--- src/rtl/pb_paddle_conditioner.sv ---
// PocketBeagle paddle input conditioner: sync, debounce, arbitrate
// up/down, and fault on a direction held too long.
module pb_paddle_conditioner #(
   parameter int SYNC_STAGES     = 2,
   parameter int DEBOUNCE_CYCLES = 1000000,
   parameter int STUCK_LIMIT     = 300000000,
   parameter int CNT_W           = 32
) (
   input  logic       clk,
   input  logic       reset_n,
   input  logic       pb_up_raw,
   input  logic       pb_down_raw,
   output logic       up_cmd,
   output logic       down_cmd,
   output logic       link_fault,
   output logic       conflict,
   output logic [7:0] edge_count
);

   typedef enum logic [2:0] {
      S_IDLE,
      S_UP,
      S_DOWN,
      S_BOTH,
      S_FAULT
   } state_t;

   localparam logic [CNT_W-1:0] DB_LAST = CNT_W'(DEBOUNCE_CYCLES - 1);
   localparam logic [CNT_W-1:0] WD_LAST = CNT_W'(STUCK_LIMIT - 1);

   logic [SYNC_STAGES-1:0] up_sync;
   logic [SYNC_STAGES-1:0] dn_sync;
   logic [1:0]             synced;
   logic [1:0]             stable;
   logic [1:0]             accept;
   logic [CNT_W-1:0]       db_cnt [2];
   logic [1:0]             n_acc;
   logic [8:0]             cnt_sum;
   logic                   su;
   logic                   sd;
   logic [CNT_W-1:0]       wd;
   state_t                 state;
   state_t                 nxt;

   always_ff @(posedge clk or negedge reset_n) begin
      if (!reset_n) begin
         up_sync <= '0;
         dn_sync <= '0;
      end else begin
         up_sync <= {up_sync[SYNC_STAGES-2:0], pb_up_raw};
         dn_sync <= {dn_sync[SYNC_STAGES-2:0], pb_down_raw};
      end
   end

   assign synced = {dn_sync[SYNC_STAGES-1], up_sync[SYNC_STAGES-1]};

   always_comb begin
      accept = '0;
      for (int i = 0; i < 2; i++) begin
         accept[i] = (synced[i] != stable[i]) && (db_cnt[i] == DB_LAST);
      end
   end

   // Index 0 is the UP channel, index 1 the DOWN channel.
   always_ff @(posedge clk or negedge reset_n) begin
      if (!reset_n) begin
         stable <= '0;
         for (int i = 0; i < 2; i++) begin
            db_cnt[i] <= '0;
         end
      end else begin
         for (int i = 0; i < 2; i++) begin
            if (synced[i] == stable[i]) begin
               db_cnt[i] <= '0;
            end else if (accept[i]) begin
               stable[i] <= synced[i];
               db_cnt[i] <= '0;
            end else begin
               db_cnt[i] <= db_cnt[i] + 1'b1;
            end
         end
      end
   end

   assign n_acc   = {1'b0, accept[0]} + {1'b0, accept[1]};
   assign cnt_sum = {1'b0, edge_count} + {7'd0, n_acc};

   always_ff @(posedge clk or negedge reset_n) begin
      if (!reset_n) begin
         edge_count <= '0;
      end else begin
         edge_count <= cnt_sum[8] ? 8'hFF : cnt_sum[7:0];
      end
   end

   assign su = stable[0];
   assign sd = stable[1];

   // Release is checked before watchdog expiry so it wins a tie.
   always_comb begin
      nxt = state;
      unique case (state)
         S_IDLE: begin
            if (su && sd)    nxt = S_BOTH;
            else if (su)     nxt = S_UP;
            else if (sd)     nxt = S_DOWN;
         end
         S_UP: begin
            if (sd)               nxt = S_BOTH;
            else if (!su)         nxt = S_IDLE;
            else if (wd == WD_LAST) nxt = S_FAULT;
         end
         S_DOWN: begin
            if (su)               nxt = S_BOTH;
            else if (!sd)         nxt = S_IDLE;
            else if (wd == WD_LAST) nxt = S_FAULT;
         end
         S_BOTH: begin
            if (!(su && sd)) nxt = S_IDLE;
         end
         S_FAULT: begin
            if (!su && !sd) nxt = S_IDLE;
         end
         default: nxt = S_IDLE;
      endcase
   end

   always_ff @(posedge clk or negedge reset_n) begin
      if (!reset_n) begin
         state      <= S_IDLE;
         wd         <= '0;
         up_cmd     <= 1'b0;
         down_cmd   <= 1'b0;
         conflict   <= 1'b0;
         link_fault <= 1'b0;
      end else begin
         state <= nxt;
         if ((nxt == state) && (state == S_UP || state == S_DOWN)) begin
            wd <= wd + 1'b1;
         end else begin
            wd <= '0;
         end
         up_cmd     <= (nxt == S_UP);
         down_cmd   <= (nxt == S_DOWN);
         conflict   <= (nxt == S_BOTH);
         link_fault <= (nxt == S_FAULT);
      end
   end

endmodule
--- config.mk ---
export PLATFORM = sky130hd
export DESIGN_NAME = pb_paddle_conditioner
export DESIGN_NICKNAME = d
export VERILOG_FILES = /design/src/rtl/pb_paddle_conditioner.sv
export SDC_FILE = /design/constraint.sdc
export NUM_CORES = 1
export LEC_CHECK = 0
export BUFFER_PORTS_ARGS = -buffer_cell sky130_fd_sc_hd__clkbuf_2
export CAP_MARGIN = 20
export CORE_UTILIZATION = 45
export CTS_CLUSTER_DIAMETER = 60
export DETAILED_ROUTE_END_ITERATION = 10
export GPL_TIMING_DRIVEN = 0
export SYNTH_ARGS = -nofsm -noshare
export SYNTH_HDL_FRONTEND = slang
export SYNTH_SLANG_ARGS = --single-unit
--- constraint.sdc ---
create_clock -name clk -period 4.95 [get_ports clk]
set_input_delay 0.495 -clock clk [delete_from_list [all_inputs] [get_ports clk]]
set_output_delay 0.495 -clock clk [all_outputs]
set_load 0.03 [all_outputs]
After elaboration in Yosys (flattened, before gate mapping)

Index checks and enable logic that the tools add are counted.

Bitwise operators: 2
Equal/unequal tests: 16
Muxes and demuxes: 17
Reductions and logical operators: 11
Add/sub/neg operators: 5

Operators with widths:

| cell                  | count |
|---|---|
| $mux 32               | 5 |
| $add 32x1->32 const B | 3 |
| $eq 32x20->1 const B  | 2 |
| $eq 32x29->1 const B  | 1 |
| $mux 3                | 10 |
| $pmux 3 s5            | 1 |
| $eq 3x2->1 const B    | 4 |
| $add 8x2->9           | 1 |
| $mux 8                | 1 |
| $eq 3x1->1 const B    | 2 |
| $eq 3x3->1 const B    | 2 |
| $logic_and 1x1->1     | 5 |
| $reduce_and 2->1      | 2 |
| $eq 3x3->1            | 1 |
| $logic_not 3->1       | 1 |
| $add 1x1->2           | 1 |
| $eq 1x1->1            | 2 |
| $logic_not 1->1       | 2 |
| $ne 1x1->1            | 2 |
| $not 1->1             | 2 |
| $logic_or 1x1->1      | 1 |

Input port bits: 4
Bits in registers: 117

Longest topological paths before layout

Word-level depth: 8
Depth in mapped cells: 12
Gate-level depth less buffers: 11

Least setup slack after synthesis

OpenSTA, ideal clock, no wires.

Kind: reg2reg
From: register db_cnt[55] (netlist bit)
To: register edge_count[6]
Slack: 2120 ps
Buffers on the path: 0
Stages on the path, launching flop included: 11
Arrival: 2705 ps
Setup time: 125 ps
Cells stage by stage: dfrtp_1 or4b_2 nor4_4 nand3_2 fa_1 inv_1 ha_1 and3_1 nand3_1 nor3_1 a21oi_1

Word-level cells in the longest chain between the ends: 5

Ends and longest elaborated chain:

| item                              | line | text |
|---|---|---|
| from (decl)                       | 36   | `logic [CNT_W-1:0] db_cnt [2];` |
| from (signal, indexed assignment) | 79   | `db_cnt[i] <= db_cnt[i] + 1'b1;` |
| $eq 32x20->1                      | 60   | `accept[i] = (synced[i] != stable[i]) && (db_cnt[i] == DB_LAST);` |
| $logic_and 1x1->1                 | 60   |  |
| $add 1x1->2                       | 85   | `assign n_acc = {1'b0, accept[0]} + {1'b0, accept[1]};` |
| $add 8x2->9                       | 86   | `assign cnt_sum = {1'b0, edge_count} + {7'd0, n_acc};` |
| $mux 8                            | 92   | `edge_count <= cnt_sum[8] ? 8'hFF : cnt_sum[7:0];` |
| to (signal assigned)              | 92   |  |
| to (decl)                         | 17   | `output logic [7:0] edge_count` |

Every way passes these cells.
A chain may end at the register's enable or synchronous reset.

Final worst setup path

Ends and elaborated chain as after synthesis.

==> metrics.txt <==
# TYPE chip_impl_metric gauge
chip_impl_metric{name="cts-buffers-inserted",unit=""} 17
chip_impl_metric{name="drc",unit=""} 0
chip_impl_info{name="yosys.cell_count.top_type",value="sky130_fd_sc_hd__dfrtp_1"} 1
chip_impl_metric{name="combinationalPowerShare",unit="%"} 1.9
chip_impl_metric{name="finalHoldWorstSlack",unit="ps"} -11.10
chip_impl_metric{name="via_count",unit=""} 4819
chip_impl_metric{name="largest_net_degree_at_the_start_of_global_routing",unit=""} 75
chip_impl_metric{name="setup_failing_eps_final",unit=""} 0
chip_impl_metric{name="drt_iter0_drcs",unit=""} 358
chip_impl_metric{name="mappedNetlistNets",unit=""} 641
chip_impl_metric{name="reg2reg_slack",unit="ps"} 1870
chip_impl_metric{name="max_clock_freq",unit="GHz"} 0.3245
chip_impl_metric{name="netlist-cell-type-count",unit=""} 57
chip_impl_metric{name="yosys_warnings",unit=""} 0
chip_impl_metric{name="totalNegativeSetupSlack",unit="ps"} 0
chip_impl_info{name="critical_path.reg2reg.endpoint",value="edge_count[6]$_DFF_PN0_"} 1
chip_impl_metric{name="swShare",unit="%"} 20.58
chip_impl_metric{name="hold_violations",unit=""} 3
chip_impl_info{name="critPathKind",value="register to register"} 1
chip_impl_metric{name="synth_seq_area_share",unit="%"} 48.40
chip_impl_metric{name="critical_path_arrival",unit="ps"} 3380
chip_impl_info{name="crit_path_end_kind",value="register"} 1
chip_impl_metric{name="core.rowCount",unit=""} 41
chip_impl_metric{name="drt.antenna.violating_nets",unit=""} 0
chip_impl_metric{name="number_of_global_route_vias_before_repair",unit=""} 4654
chip_impl_info{name="hold_path.class",value="input pin to async pin"} 1
chip_impl_metric{name="final_cell_count_no_fill",unit=""} 852
chip_impl_metric{name="internal_power",unit="uW"} 1798
chip_impl_info{name="yosys.area.top_type",value="sky130_fd_sc_hd__dfrtp_1"} 1
chip_impl_metric{name="placeableCoreArea",unit="sq um"} 12880
chip_impl_metric{name="ys_async_sr_fraction",unit="%"} 100.0
chip_impl_info{name="critPathLaunch",value="db_cnt[55]$_DFF_PN0_"} 1
chip_impl_metric{name="ctsHoldBuffers",unit=""} 0
chip_impl_metric{name="drt_pre_antenna_iters",unit=""} 5
chip_impl_metric{name="synth.avg_cell_area",unit="sq um"} 9.572
chip_impl_metric{name="initial_utilization",unit="%"} 46.98
chip_impl_metric{name="skew_pair_late_insertion_delay",unit="ps"} 420
chip_impl_metric{name="post-dp-hpwl",unit="microns"} 9058
chip_impl_metric{name="netSwitchingPower",unit="uW"} 465.9
chip_impl_metric{name="r2r.worst_path.cells",unit=""} 10
chip_impl_metric{name="finalWirelength",unit="microns"} 13360
chip_impl_metric{name="drt-vias-per-instance",unit=""} 5.656
chip_impl_metric{name="synthesis.area",unit="sq um"} 6050
chip_impl_metric{name="ir_drop",unit="mV"} 0.2436
chip_impl_metric{name="post_cts.resized_instances",unit=""} 0
chip_impl_info{name="run_status",value="finished with violations"} 1
chip_impl_metric{name="global_route_wire_length_before_repair",unit="microns"} 22770
chip_impl_metric{name="final_layout_size_suffix_gt1_share",unit="%"} 10.59
chip_impl_metric{name="maxCapViolCount",unit=""} 0
chip_impl_info{name="worstSetupEndpoint",value="edge_count[6]$_DFF_PN0_"} 1
chip_impl_info{name="grt_setup_unrepaired",value="no"} 1
chip_impl_metric{name="ctsLongestPathBuffers",unit=""} 2
chip_impl_info{name="worstReg2RegStart",value="db_cnt[55]$_DFF_PN0_"} 1
chip_impl_info{name="synth.top_cells.by_area",value="sky130_fd_sc_hd__dfrtp_1 (48%), sky130_fd_sc_hd__xnor2_1 (6.1%), sky130_fd_sc_hd__nor2_1 (5.0%), sky130_fd_sc_hd__xor2_1 (4.1%), sky130_fd_sc_hd__nand3_1 (3.2%)"} 1
chip_impl_info{name="violated_checks",value="hold timing"} 1
chip_impl_metric{name="ys_ff_latch",unit=""} 117
chip_impl_metric{name="synth-edff-count",unit=""} 0
chip_impl_metric{name="leakagePower",unit="uW"} 0.002818
chip_impl_metric{name="area.growth.synth_to_final",unit="%"} 15.35
chip_impl_metric{name="area_share_of_the_leading_cell_type_in_the_synthesized_netlist",unit="%"} 48.40
chip_impl_metric{name="antennaDiodeCount",unit=""} 0
chip_impl_metric{name="tightestPinTransition",unit="ps"} 697.2
chip_impl_metric{name="finalNetCount",unit=""} 676
chip_impl_metric{name="timing.final.max_slew_violations",unit=""} 0
chip_impl_metric{name="crit_path_max_fanout",unit=""} 4
chip_impl_metric{name="cts_max_level",unit=""} 4
chip_impl_info{name="tritoncts",value="built"} 1
chip_impl_metric{name="power_per_cell_area",unit="nW/um^2"} 324.5
chip_impl_metric{name="share_seq_of_total_power",unit="%"} 42.8
chip_impl_metric{name="post_cts_buffers",unit=""} 0
chip_impl_metric{name="slew_headroom",unit="%"} 53.52
chip_impl_metric{name="design.die.area",unit="sq um"} 13910
chip_impl_metric{name="post_synth_inst_count",unit=""} 632
chip_impl_metric{name="num_io_pins",unit=""} 16
chip_impl_metric{name="cp_data_required_time",unit="ps"} 5250
chip_impl_info{name="ys_top_cells_by_count",value="sky130_fd_sc_hd__dfrtp_1 (117), sky130_fd_sc_hd__nor2_1 (81), sky130_fd_sc_hd__xnor2_1 (42), sky130_fd_sc_hd__nand2_1 (41), sky130_fd_sc_hd__nand3_1 (39)"} 1
chip_impl_metric{name="die_w",unit="microns"} 117.9
chip_impl_metric{name="clock_power_share",unit="%"} 55.3
chip_impl_metric{name="worst_clock_skew",unit="ps"} 9.093
chip_impl_metric{name="route.detailed.wl_per_inst",unit="microns"} 15.68
chip_impl_metric{name="globalplace.congestion",unit=""} 0.7851
chip_impl_metric{name="residual_overflow_from_global_routing",unit=""} 0
chip_impl_metric{name="grt_antenna_before_repair",unit=""} 0
chip_impl_info{name="cts_root_buf",value="sky130_fd_sc_hd__clkbuf_16"} 1
chip_impl_info{name="start_kind",value="register"} 1
chip_impl_metric{name="timing.final.crit_share",unit="%"} 62.25
chip_impl_metric{name="clock_sink_count",unit=""} 117
chip_impl_metric{name="grt.total_usage",unit="%"} 20.69
chip_impl_metric{name="final_period_demand_of_the_worst_path",unit="ps"} 3081
chip_impl_metric{name="fp.dieH",unit="microns"} 117.9
chip_impl_metric{name="port_buffers",unit=""} 15
chip_impl_info{name="synth_top_flop_cell",value="sky130_fd_sc_hd__dfrtp_1"} 1
chip_impl_metric{name="dp_cells",unit=""} 820
chip_impl_metric{name="worst_setup_hold_path_clk_slew",unit="ps"} 60
-- worst max-delay path, cell delays in order (launching register included) --
cell and delay (ps):
sky130_fd_sc_hd__dfrtp_1 420, sky130_fd_sc_hd__or4b_2 720, sky130_fd_sc_hd__nor4_4 340, sky130_fd_sc_hd__nand3_2 200, sky130_fd_sc_hd__fa_1 430, sky130_fd_sc_hd__inv_1 90, sky130_fd_sc_hd__ha_1 210, sky130_fd_sc_hd__and3_1 240
sky130_fd_sc_hd__nand3_1 110, sky130_fd_sc_hd__nor3_1 140, sky130_fd_sc_hd__a21oi_1 60
-- cells in the final DEF, fill, tap and decap left out, drive strengths merged, types with 24 or more instances in the layout --
cell type,n
nor4,30
and3,24
xor2,28
dfrtp,117
nand2,42
nand3,42
xnor2,42
a21oi,28
nor2,81
clkbuf,54
-- final cells by class --
| class | count | area [sq um] |
|---|---|---|
| Fill cell | 1157 | 5898 |
| Multi-Input combinational cell | 474 | 2947 |
| Sequential cell | 117 | 2928 |
| Clock buffer | 22 | 474.2 |
| Tap cell | 172 | 215.2 |
| Clock inverter | 10 | 127.6 |
| Buffer | 25 | 115.1 |
| Timing Repair Buffer | 16 | 111.4 |
| Inverter | 16 | 60.06 |
-- through the flow --
stage	hold WS, ps	instance area, sq um	total power, uW	util, %	setup slack [ps]
after floorplan	199.4	6050	999.8	-	2120
after global placement	334.3	6340	1027	49.24	1596
after detailed placement	345.1	6376	1031	49.52	1854
after CTS	2.613	6978	2297	54.19	1827
after global routing	21.63	6978	2343	54.19	1610
final	-11.10	6978	2264	54.19	1869
-- kinds of logic (layout without fill, tap and decap cells) --
family	after synthesis	after routing	synth area share, %
buffers and inverters	41	89	2.895
adders and majority gates	5	5	1.158
and+or+nand+nor	319	319	28.87
DFF	117	117	48.40
xor gates and xnor gates	70	70	10.13
AOI/OAI and AO/OA	76	76	7.839
muxes	4	4	0.7032
-- worst min-delay path by stage --
stage               slack [ps]              endpoint                  from
global route                20      wd[27]$_DFF_PN0_               reset_n
finish                     -10      wd[27]$_DFF_PN0_               reset_n
floorplan                  200    conflict$_DFF_PN0_               reset_n
global placement           330  up_sync[1]$_DFF_PN0_  up_sync[0]$_DFF_PN0_
CTS                          3      wd[27]$_DFF_PN0_               reset_n
detailed placement         350  up_sync[1]$_DFF_PN0_  up_sync[0]$_DFF_PN0_
-- registers in the layout, indices dropped and copies added (netlist names) --
register	count
dn_sync	2
db_cnt	64
edge_count	8
up_sync	2
wd	32
state	3
up_cmd	1
stable	2
down_cmd	1
conflict	1
link_fault	1
-- power by group through the flow --
stage / logic [uW] / clock network, uW / registers, uW
after floorplan: 15.6 / 0 / 984
after global placement: 41.1 / 0 / 986
after detailed placement: 45.3 / 0 / 986
after CTS: 45.8 / 1280 / 969
after global routing: 51.0 / 1320 / 970
final: 43.4 / 1250 / 970
-- metal layers --
layer,up-vias,GRT usage (%),wire length (microns)
met2,78,33.09,6604
met4,0,7.933,133
met5,-,0,0
met1,2385,26.94,6167
met3,17,5.136,452
li1,2339,-,-
No activity file was read; power rests on OpenSTA's default activity.
